File: src/rtl/mem_master_if.sv
// mem_master_if: request/response and memory-bus signals of mem_master.
//   req_*  : client request (valid/ready handshake, write flag, address, data,
//            and req_len only when MEM_MASTER_BURST_EN is defined)
//   rsp_*  : per-beat response pulse, read data, last-beat marker
//   mem_*  : single-port memory bus (address, enable, read_write, data out/in)
// Modport master is the mem_master side, slave is the client + memory side.
interface mem_master_if #(
    parameter int ADDR_W = 4,
    parameter int DATA_W = 8
);
    logic              req_valid;
    logic              req_ready;
    logic              req_write;
    logic [ADDR_W-1:0] req_addr;
    logic [DATA_W-1:0] req_wdata;
`ifdef MEM_MASTER_BURST_EN
    logic [ADDR_W-1:0] req_len;
`endif
    logic              rsp_valid;
    logic [DATA_W-1:0] rsp_rdata;
    logic              rsp_last;
    logic [ADDR_W-1:0] mem_address_bus;
    logic              mem_enable;
    logic              mem_read_write;
    logic [DATA_W-1:0] mem_data_out;
    logic [DATA_W-1:0] mem_data_in;

    modport master (
`ifdef MEM_MASTER_BURST_EN
        input  req_len,
`endif
        input  req_valid, req_write, req_addr, req_wdata, mem_data_in,
        output req_ready, rsp_valid, rsp_rdata, rsp_last,
        output mem_address_bus, mem_enable, mem_read_write, mem_data_out
    );

    modport slave (
`ifdef MEM_MASTER_BURST_EN
        output req_len,
`endif
        output req_valid, req_write, req_addr, req_wdata, mem_data_in,
        input  req_ready, rsp_valid, rsp_rdata, rsp_last,
        input  mem_address_bus, mem_enable, mem_read_write, mem_data_out
    );
endinterface

File: src/rtl/mem_master.sv
// mem_master: turns client requests into single-port memory accesses.
// Each beat is ISSUE (one-cycle mem_enable strobe) -> CAPTURE (reads only,
// memory data registered at its end) -> RESP (one-cycle rsp_valid pulse).
// Ports:
//   clk   - rising-edge clock
//   rst_n - asynchronous active-low reset
//   bus   - mem_master_if.master (request, response and memory bus)
// Optional feature: define MEM_MASTER_BURST_EN to add req_len; a request then
// runs req_len+1 beats at consecutive (wrapping) addresses, writes repeating
// the same data. Without it every request is exactly one beat.
module mem_master #(
    parameter int ADDR_W = 4,
    parameter int DATA_W = 8
) (
    input logic         clk,
    input logic         rst_n,
    mem_master_if.master bus
);
    typedef enum logic [1:0] {IDLE, ISSUE, CAPTURE, RESP} state_t;

    state_t            state, state_nxt;
    logic              write_q;
    logic [ADDR_W-1:0] addr_q;
    logic [DATA_W-1:0] wdata_q;
    logic [DATA_W-1:0] rdata_q;
    logic              last_beat;

`ifdef MEM_MASTER_BURST_EN
    logic [ADDR_W-1:0] beats_left;  // beats remaining after the current one
    assign last_beat = (beats_left == '0);
`else
    assign last_beat = 1'b1;
`endif

    // The address register only moves on accept or on advancing to the next
    // beat, so the bus naturally holds the last driven address otherwise.
    assign bus.mem_address_bus = addr_q;
    assign bus.rsp_rdata       = rdata_q;

    always_ff @(posedge clk or negedge rst_n) begin
        if (!rst_n) state <= IDLE;
        else        state <= state_nxt;
    end

    always_comb begin
        state_nxt          = state;
        bus.req_ready      = 1'b0;
        bus.mem_enable     = 1'b0;
        bus.mem_read_write = 1'b1;
        bus.mem_data_out   = '0;
        bus.rsp_valid      = 1'b0;
        bus.rsp_last       = 1'b0;
        case (state)
            IDLE: begin
                bus.req_ready = 1'b1;
                if (bus.req_valid) state_nxt = ISSUE;
            end
            ISSUE: begin
                bus.mem_enable     = 1'b1;
                bus.mem_read_write = ~write_q;
                if (write_q) bus.mem_data_out = wdata_q;
                state_nxt = write_q ? RESP : CAPTURE;
            end
            CAPTURE: state_nxt = RESP;
            RESP: begin
                bus.rsp_valid = 1'b1;
                bus.rsp_last  = last_beat;
                state_nxt     = last_beat ? IDLE : ISSUE;
            end
            default: state_nxt = IDLE;
        endcase
    end

    always_ff @(posedge clk or negedge rst_n) begin
        if (!rst_n) begin
            write_q    <= 1'b0;
            addr_q     <= '0;
            wdata_q    <= '0;
            rdata_q    <= '0;
`ifdef MEM_MASTER_BURST_EN
            beats_left <= '0;
`endif
        end else begin
            case (state)
                IDLE: if (bus.req_valid) begin
                    write_q    <= bus.req_write;
                    addr_q     <= bus.req_addr;
                    wdata_q    <= bus.req_wdata;
`ifdef MEM_MASTER_BURST_EN
                    beats_left <= bus.req_len;
`endif
                end
                // Write beats report zero data; load it before RESP.
                ISSUE:   if (write_q) rdata_q <= '0;
                CAPTURE: rdata_q <= bus.mem_data_in;
                RESP: if (!last_beat) begin
                    addr_q     <= addr_q + ADDR_W'(1);  // wraps at 2^ADDR_W
`ifdef MEM_MASTER_BURST_EN
                    beats_left <= beats_left - ADDR_W'(1);
`endif
                end
                default: ;
            endcase
        end
    end
endmodule

File: src/flat_wrapper.sv
// flat-port wrapper written by rule: the top's interface ports become plain ports
module mem_master_flat 
#(
    parameter int ADDR_W = 4,
    parameter int DATA_W = 8
)
  (clk, rst_n, bus_req_valid, bus_req_write, bus_req_addr, bus_req_wdata, bus_mem_data_in, bus_req_ready, bus_rsp_valid, bus_rsp_rdata, bus_rsp_last, bus_mem_address_bus, bus_mem_enable, bus_mem_read_write, bus_mem_data_out);
  mem_master_if #(.ADDR_W(ADDR_W), .DATA_W(DATA_W)) bus_i ();
  input logic clk;
  input logic rst_n;
  input wire logic [$bits(bus_i.req_valid)-1:0] bus_req_valid;
  input wire logic [$bits(bus_i.req_write)-1:0] bus_req_write;
  input wire logic [$bits(bus_i.req_addr)-1:0] bus_req_addr;
  input wire logic [$bits(bus_i.req_wdata)-1:0] bus_req_wdata;
  input wire logic [$bits(bus_i.mem_data_in)-1:0] bus_mem_data_in;
  output wire logic [$bits(bus_i.req_ready)-1:0] bus_req_ready;
  output wire logic [$bits(bus_i.rsp_valid)-1:0] bus_rsp_valid;
  output wire logic [$bits(bus_i.rsp_rdata)-1:0] bus_rsp_rdata;
  output wire logic [$bits(bus_i.rsp_last)-1:0] bus_rsp_last;
  output wire logic [$bits(bus_i.mem_address_bus)-1:0] bus_mem_address_bus;
  output wire logic [$bits(bus_i.mem_enable)-1:0] bus_mem_enable;
  output wire logic [$bits(bus_i.mem_read_write)-1:0] bus_mem_read_write;
  output wire logic [$bits(bus_i.mem_data_out)-1:0] bus_mem_data_out;
  assign bus_i.req_valid = bus_req_valid;
  assign bus_i.req_write = bus_req_write;
  assign bus_i.req_addr = bus_req_addr;
  assign bus_i.req_wdata = bus_req_wdata;
  assign bus_i.mem_data_in = bus_mem_data_in;
  assign bus_req_ready = bus_i.req_ready;
  assign bus_rsp_valid = bus_i.rsp_valid;
  assign bus_rsp_rdata = bus_i.rsp_rdata;
  assign bus_rsp_last = bus_i.rsp_last;
  assign bus_mem_address_bus = bus_i.mem_address_bus;
  assign bus_mem_enable = bus_i.mem_enable;
  assign bus_mem_read_write = bus_i.mem_read_write;
  assign bus_mem_data_out = bus_i.mem_data_out;
  mem_master #(.ADDR_W(ADDR_W), .DATA_W(DATA_W)) u_core (.clk(clk), .rst_n(rst_n), .bus(bus_i));
endmodule
File: config.mk
export PLATFORM = sky130hd
export DESIGN_NAME = mem_master_flat
export DESIGN_NICKNAME = d
export VERILOG_FILES = /design/src/rtl/mem_master_if.sv /design/src/rtl/mem_master.sv /design/src/flat_wrapper.sv
export SDC_FILE = /design/constraint.sdc
export NUM_CORES = 1
export LEC_CHECK = 0
export ABC_AREA = 1
export BUFFER_PORTS_ARGS = -buffer_cell sky130_fd_sc_hd__buf_2
export CORE_ASPECT_RATIO = 1.25
export CORE_MARGIN = 2
export CORE_UTILIZATION = 50
export CTS_CLUSTER_DIAMETER = 30
export DETAILED_ROUTE_END_ITERATION = 10
export HOLD_SLACK_MARGIN = 0.12
export PLACE_DENSITY_LB_ADDON = 0.12
export REMOVE_ABC_BUFFERS = 1
export SLEW_MARGIN = 20
export SYNTH_ARGS = -nofsm -noshare
export SYNTH_HDL_FRONTEND = slang
export SYNTH_SLANG_ARGS = --single-unit
File: constraint.sdc
create_clock -name clk -period 2.4 [get_ports clk]
set_clock_uncertainty 0.05 [all_clocks]
set_input_delay 0 -clock clk [delete_from_list [all_inputs] [get_ports clk]]
set_output_delay 0 -clock clk [all_outputs]
set_load 0.02 [all_outputs]
; After elaboration in Yosys (flattened, before gate mapping)
; Index checks and enable logic that the tools add are counted.
[totals]
register_bits = 23
latchBits = 0
ramBits = 0
romBits = 0
in_bits = 24
output_inout_bits = 25
word_cells = 26
mem_count = 0
[op_classes]
n_addsub = 0
multipliers = 0
div_mod_pow = 0
n_lt_le_gt_ge = 0
n_eq_ne = 5
shift = 0
n_mux = 11
bitwise_logic = 1
n_reduce_logical = 4
[op_table]
columns = cell, count
row1 = two-way mux 8 bit, 3
row2 = case mux 8 bit (2 select lines), 1
row3 = case mux 2 bit (4 select lines), 1
row4 = two-way mux 1 bit, 5
row5 = equality test 2 bit (second input constant), 2
row6 = AND reduction 2 bit, 2
row7 = equality test 2 x 1 -> 1 bit (second input constant), 1
row8 = logical NOT 2 bit, 1
row9 = two-way mux 2 bit, 1
row10 = != test 2 x 1 -> 1 bit (second input constant), 1
row11 = != test 2 bit (second input constant), 1
row12 = nonzero test 2 bit, 1
row13 = NOT 1 bit, 1

; Depth between registers and ports, before layout
[depth]
word_depth = 3
ltp_mapped = 7
ltp_nobuf = 7

; Worst setup path after synthesis
; OpenSTA, ideal clock, no wires.
[synth_timing]
kind = flip-flop to output port
start = register u_core.state[1]
end = output port bus_mem_data_out[0]
arrival_ps = 1461
t_required_ps = 2350
slack_ps = 889
stages_incl_launch_ff = 6
path_buffers = 1
cell_sequence = dfrtp_1 inv_1 ha_1 nand2_2 buf_4 nor2_1
[synth_between]
elab_chain_len = 2
[synth_rtl]
columns = item, line_no
row1 = from (decl), mem_master.sv:21  ; state_t state, state_nxt;
row2 = from (signal assigned), mem_master.sv:42  ; else state <= state_nxt;
row3 = equality test 2 x 1 -> 1 bit, mem_master.sv:53  ; case (state)
row4 = two-way mux 8 bit, mem_master.sv:53
row5 = to (decl), flat_wrapper.sv:23  ; output wire logic [$bits(bus_i.mem_data_out)-1:0] bus_mem_data_out;
; Every way passes these cells.

; Final worst setup path
[layout_timing]
start = register u_core.state[0]
end = register u_core.addr_q[0] (netlist: u_core.bus.mem_address_bus[0])
[layout_between]
elab_chain_len = 2
[layout_rtl]
columns = item, line_no
row1 = logical NOT 2 bit, mem_master.sv:84  ; case (state)
row2 = AND reduction 2 bit (no source line), -
row3 = to (signal assigned), mem_master.sv:87  ; addr_q <= bus.req_addr;
row4 = to (signal assigned), mem_master.sv:97  ; addr_q <= addr_q + ADDR_W'(1);
row5 = to (decl), mem_master.sv:23  ; logic [ADDR_W-1:0] addr_q;
; Every way passes these cells.
; A chain may end at the register's enable or synchronous reset.

==> key figures <==
Run status
  • Status: finished, final reports clean

Detailed routing
  • DRT iter0 DRCs: 33
  • Drt wl/cell: 11.4 um
  • Vias: 1132
  • Pre-antenna DRT Iters: 4
  • Via-to-Cell Ratio: 4.66
  • DRT Wirelength: 2780 um
  • Remaining antenna violation count: 0
  • Residual DRC count: 0

CTS
  • CTS Root Cell: clkbuf_4
  • TritonCTS Buffers: 3
  • Post-CTS Setup Inserts: 0
  • Clock sink count: 23
  • CTS tree: built
  • Worst-Skew Late Latency: 0.31 ns
  • Max Root-Sink Buffers: 2
  • H-tree levels: 1
  • Clk pin slew, worst setup/hold paths: 0.13 ns

STA
  • Final setup fails: 0
  • Final Hold Viols: 0
  • Post-route worst setup slack: 0.574 ns
  • Unrepaired setup endpoints after global routing: no
  • Final Cycle Share: 0.761
  • Tightest Pin Transition: 0.537 ns
  • Minimum clock period: 1.83 ns
  • Slew Viols, Final: 0
  • Relative slew slack: 0.641
  • Final setup TNS: 0 ns
  • Achievable Freq: 548 MHz

Place
  • Final HPWL DP: 1690 um
  • Pre-CTS WS: 0.634 ns
  • PortBufs: 48
  • Placer congestion estimate: 0.749
  • Inst Count DP: 211

Yosys
  • Adder-cell area share of the yosys netlist: 0.0432
  • Cells after Synth: 138
  • Mux contribution to synthesized area: 0
  • XOR/XNOR Fraction of Synth Area: 0
  • Average size of a mapped cell: 8.39 um2
  • Sequential share of the synthesized area: 0.497
  • Largest family of logic cells by synthesized area: simple AND/OR/NAND/NOR gates
  • Compound-Gate Fraction of Synth Area: 0.0649
  • Area share of the largest cell type after synthesis: 0.497
  • Yosys top cell by area: dfrtp_1
  • #FFs+latches synth: 23
  • Synth Area in Simple Gates: 0.283
  • Synth warn: 0
  • Distinct cells, synth: 13
  • Mapped Area: 1160 um2
  • Dominant cells by area after synthesis: dfrtp_1, nand2_1, inv_1

Die
  • Die width: 47.0 um
  • FP Rows: 19
  • Die H: 57.8 um
  • Initial Utilization: 0.529
  • I/O pins: 49
  • Total Die Area: 2720 um2
  • Core area: 2190 um2

Global route
  • Global-route wire length before repair: 4530 um
  • GRT overflow: 0
  • Initial antenna violation count: 0
  • Total GRT Usage: 0.230
  • Vias in the first global route: 1115
  • Pin count of the biggest net entering global routing: 24

Critical path
  • CP arrival: 2.04 ns
  • Worst setup EP type: register
  • Worst-path fanout max: 10
  • Crit Path Category: reg2reg
  • Data required, critical path: 2.61 ns
  • CP Launch Type: register

Final layout
  • Most frequent cells in the layout: buf_2, nand2_1, dlygate4sd3_1
  • Nets: 241
  • Diode count: 0
  • Area grow syn2layout: 46.3%
  • Commonest non-fill, non-tap cell in the layout: buf_2
  • Layout cells sized above 1: 0.330
  • Non-Filler Instances: 243

Job
  • Max-cap violations: 0

Pwr
  • Power Dens Cells: 1010 nW/um2
  • Worst IR Drop VDD: 0.000849 V
  • P_leak: 1.00 nW

Hold path
  • Worst hold path class: in2async
final timing paths:
kind,from,to,slack (ns),cells past startpoint
setup / recovery,u_core.state[0],u_core.bus.mem_address_bus[0],0.57,5
hold / removal,rst_n,u_core.wdata_q[6],0.13,2
setup reg to reg,u_core.state[0],u_core.bus.mem_address_bus[0],0.57,5
hold reg to reg,u_core.bus.mem_address_bus[3],u_core.bus.mem_address_bus[3],0.44,2
max in group asynchronous,rst_n,u_core.wdata_q[4],1.82,2
min in group clk,bus_req_wdata[3],u_core.wdata_q[3],0.41,4
Yosys cell counts, drive strengths merged:
master	number
nand2	44
dfrtp	23
inv	21
nor2	16
nand3	15
a21oi	8
buf	6
ha	4
o21ai	1
final cells by class:
class,instances,area [um2]
Sequential cell,23,576
Timing Repair Buffer,76,520
Fill cell,173,494
Multi-Input combinational cell,88,453
Inverter,21,78.8
Tap cell,31,38.8
Clock buffer,4,26.3
kinds of logic after synthesis:
| group | after synthesis |
|---|---|
| flip-flops | 23 |
| adder cells (fa/ha/maj) | 4 |
| AO/OA/AOI/OAI | 9 |
| AND/OR/NAND/NOR | 75 |
| buffers and inverters | 27 |
metal layers:
metal | track usage | wire, um | vias up
li1 | - | - | 562
met1 | 0.268 | 1150 | 526
met2 | 0.386 | 1450 | 38
met3 | 0.0405 | 129 | 6
met4 | 0.123 | 57 | 0
met5 | 0 | 0 | -
metrics by stage:
step / hold WS, ns / instance area, um2 / util / power [mW]
floorplan: -0.346 / 1110 / - / 1.24
global placement: -0.0516 / 1390 / 0.634 / 1.46
detailed placement: -0.0446 / 1390 / 0.634 / 1.49
CTS: 0.148 / 1690 / 0.774 / 1.72
global route: 0.181 / 1690 / 0.774 / 1.86
finish: 0.127 / 1690 / 0.774 / 1.71
critical path: stages (launching register included):
cell	delay, ns
dfrtp_1	0.43
inv_1	0.13
ha_1	0.38
nand3_1	0.12
dlygate4sd3_1	0.58
nand2_1	0.07
report_power, final:
group	switching, mW	internal, mW
Combinational	0.606	0.320
Clock	0.112	0.0648
Sequential	0.0747	0.538
Total	0.793	0.922
flip-flops by register name, summed over array words and instances (netlist names):
name,count
u_core.bus.rsp_rdata,8
u_core.wdata_q,8
u_core.bus.mem_address_bus,4
u_core.state,2
u_core.write_q,1
repair_timing:
item,in CTS,in global routing
hold endpoints to repair,46,0
gates resized for setup,0,0
hold buffers,28,0
No activity file was read; power rests on OpenSTA's default activity.
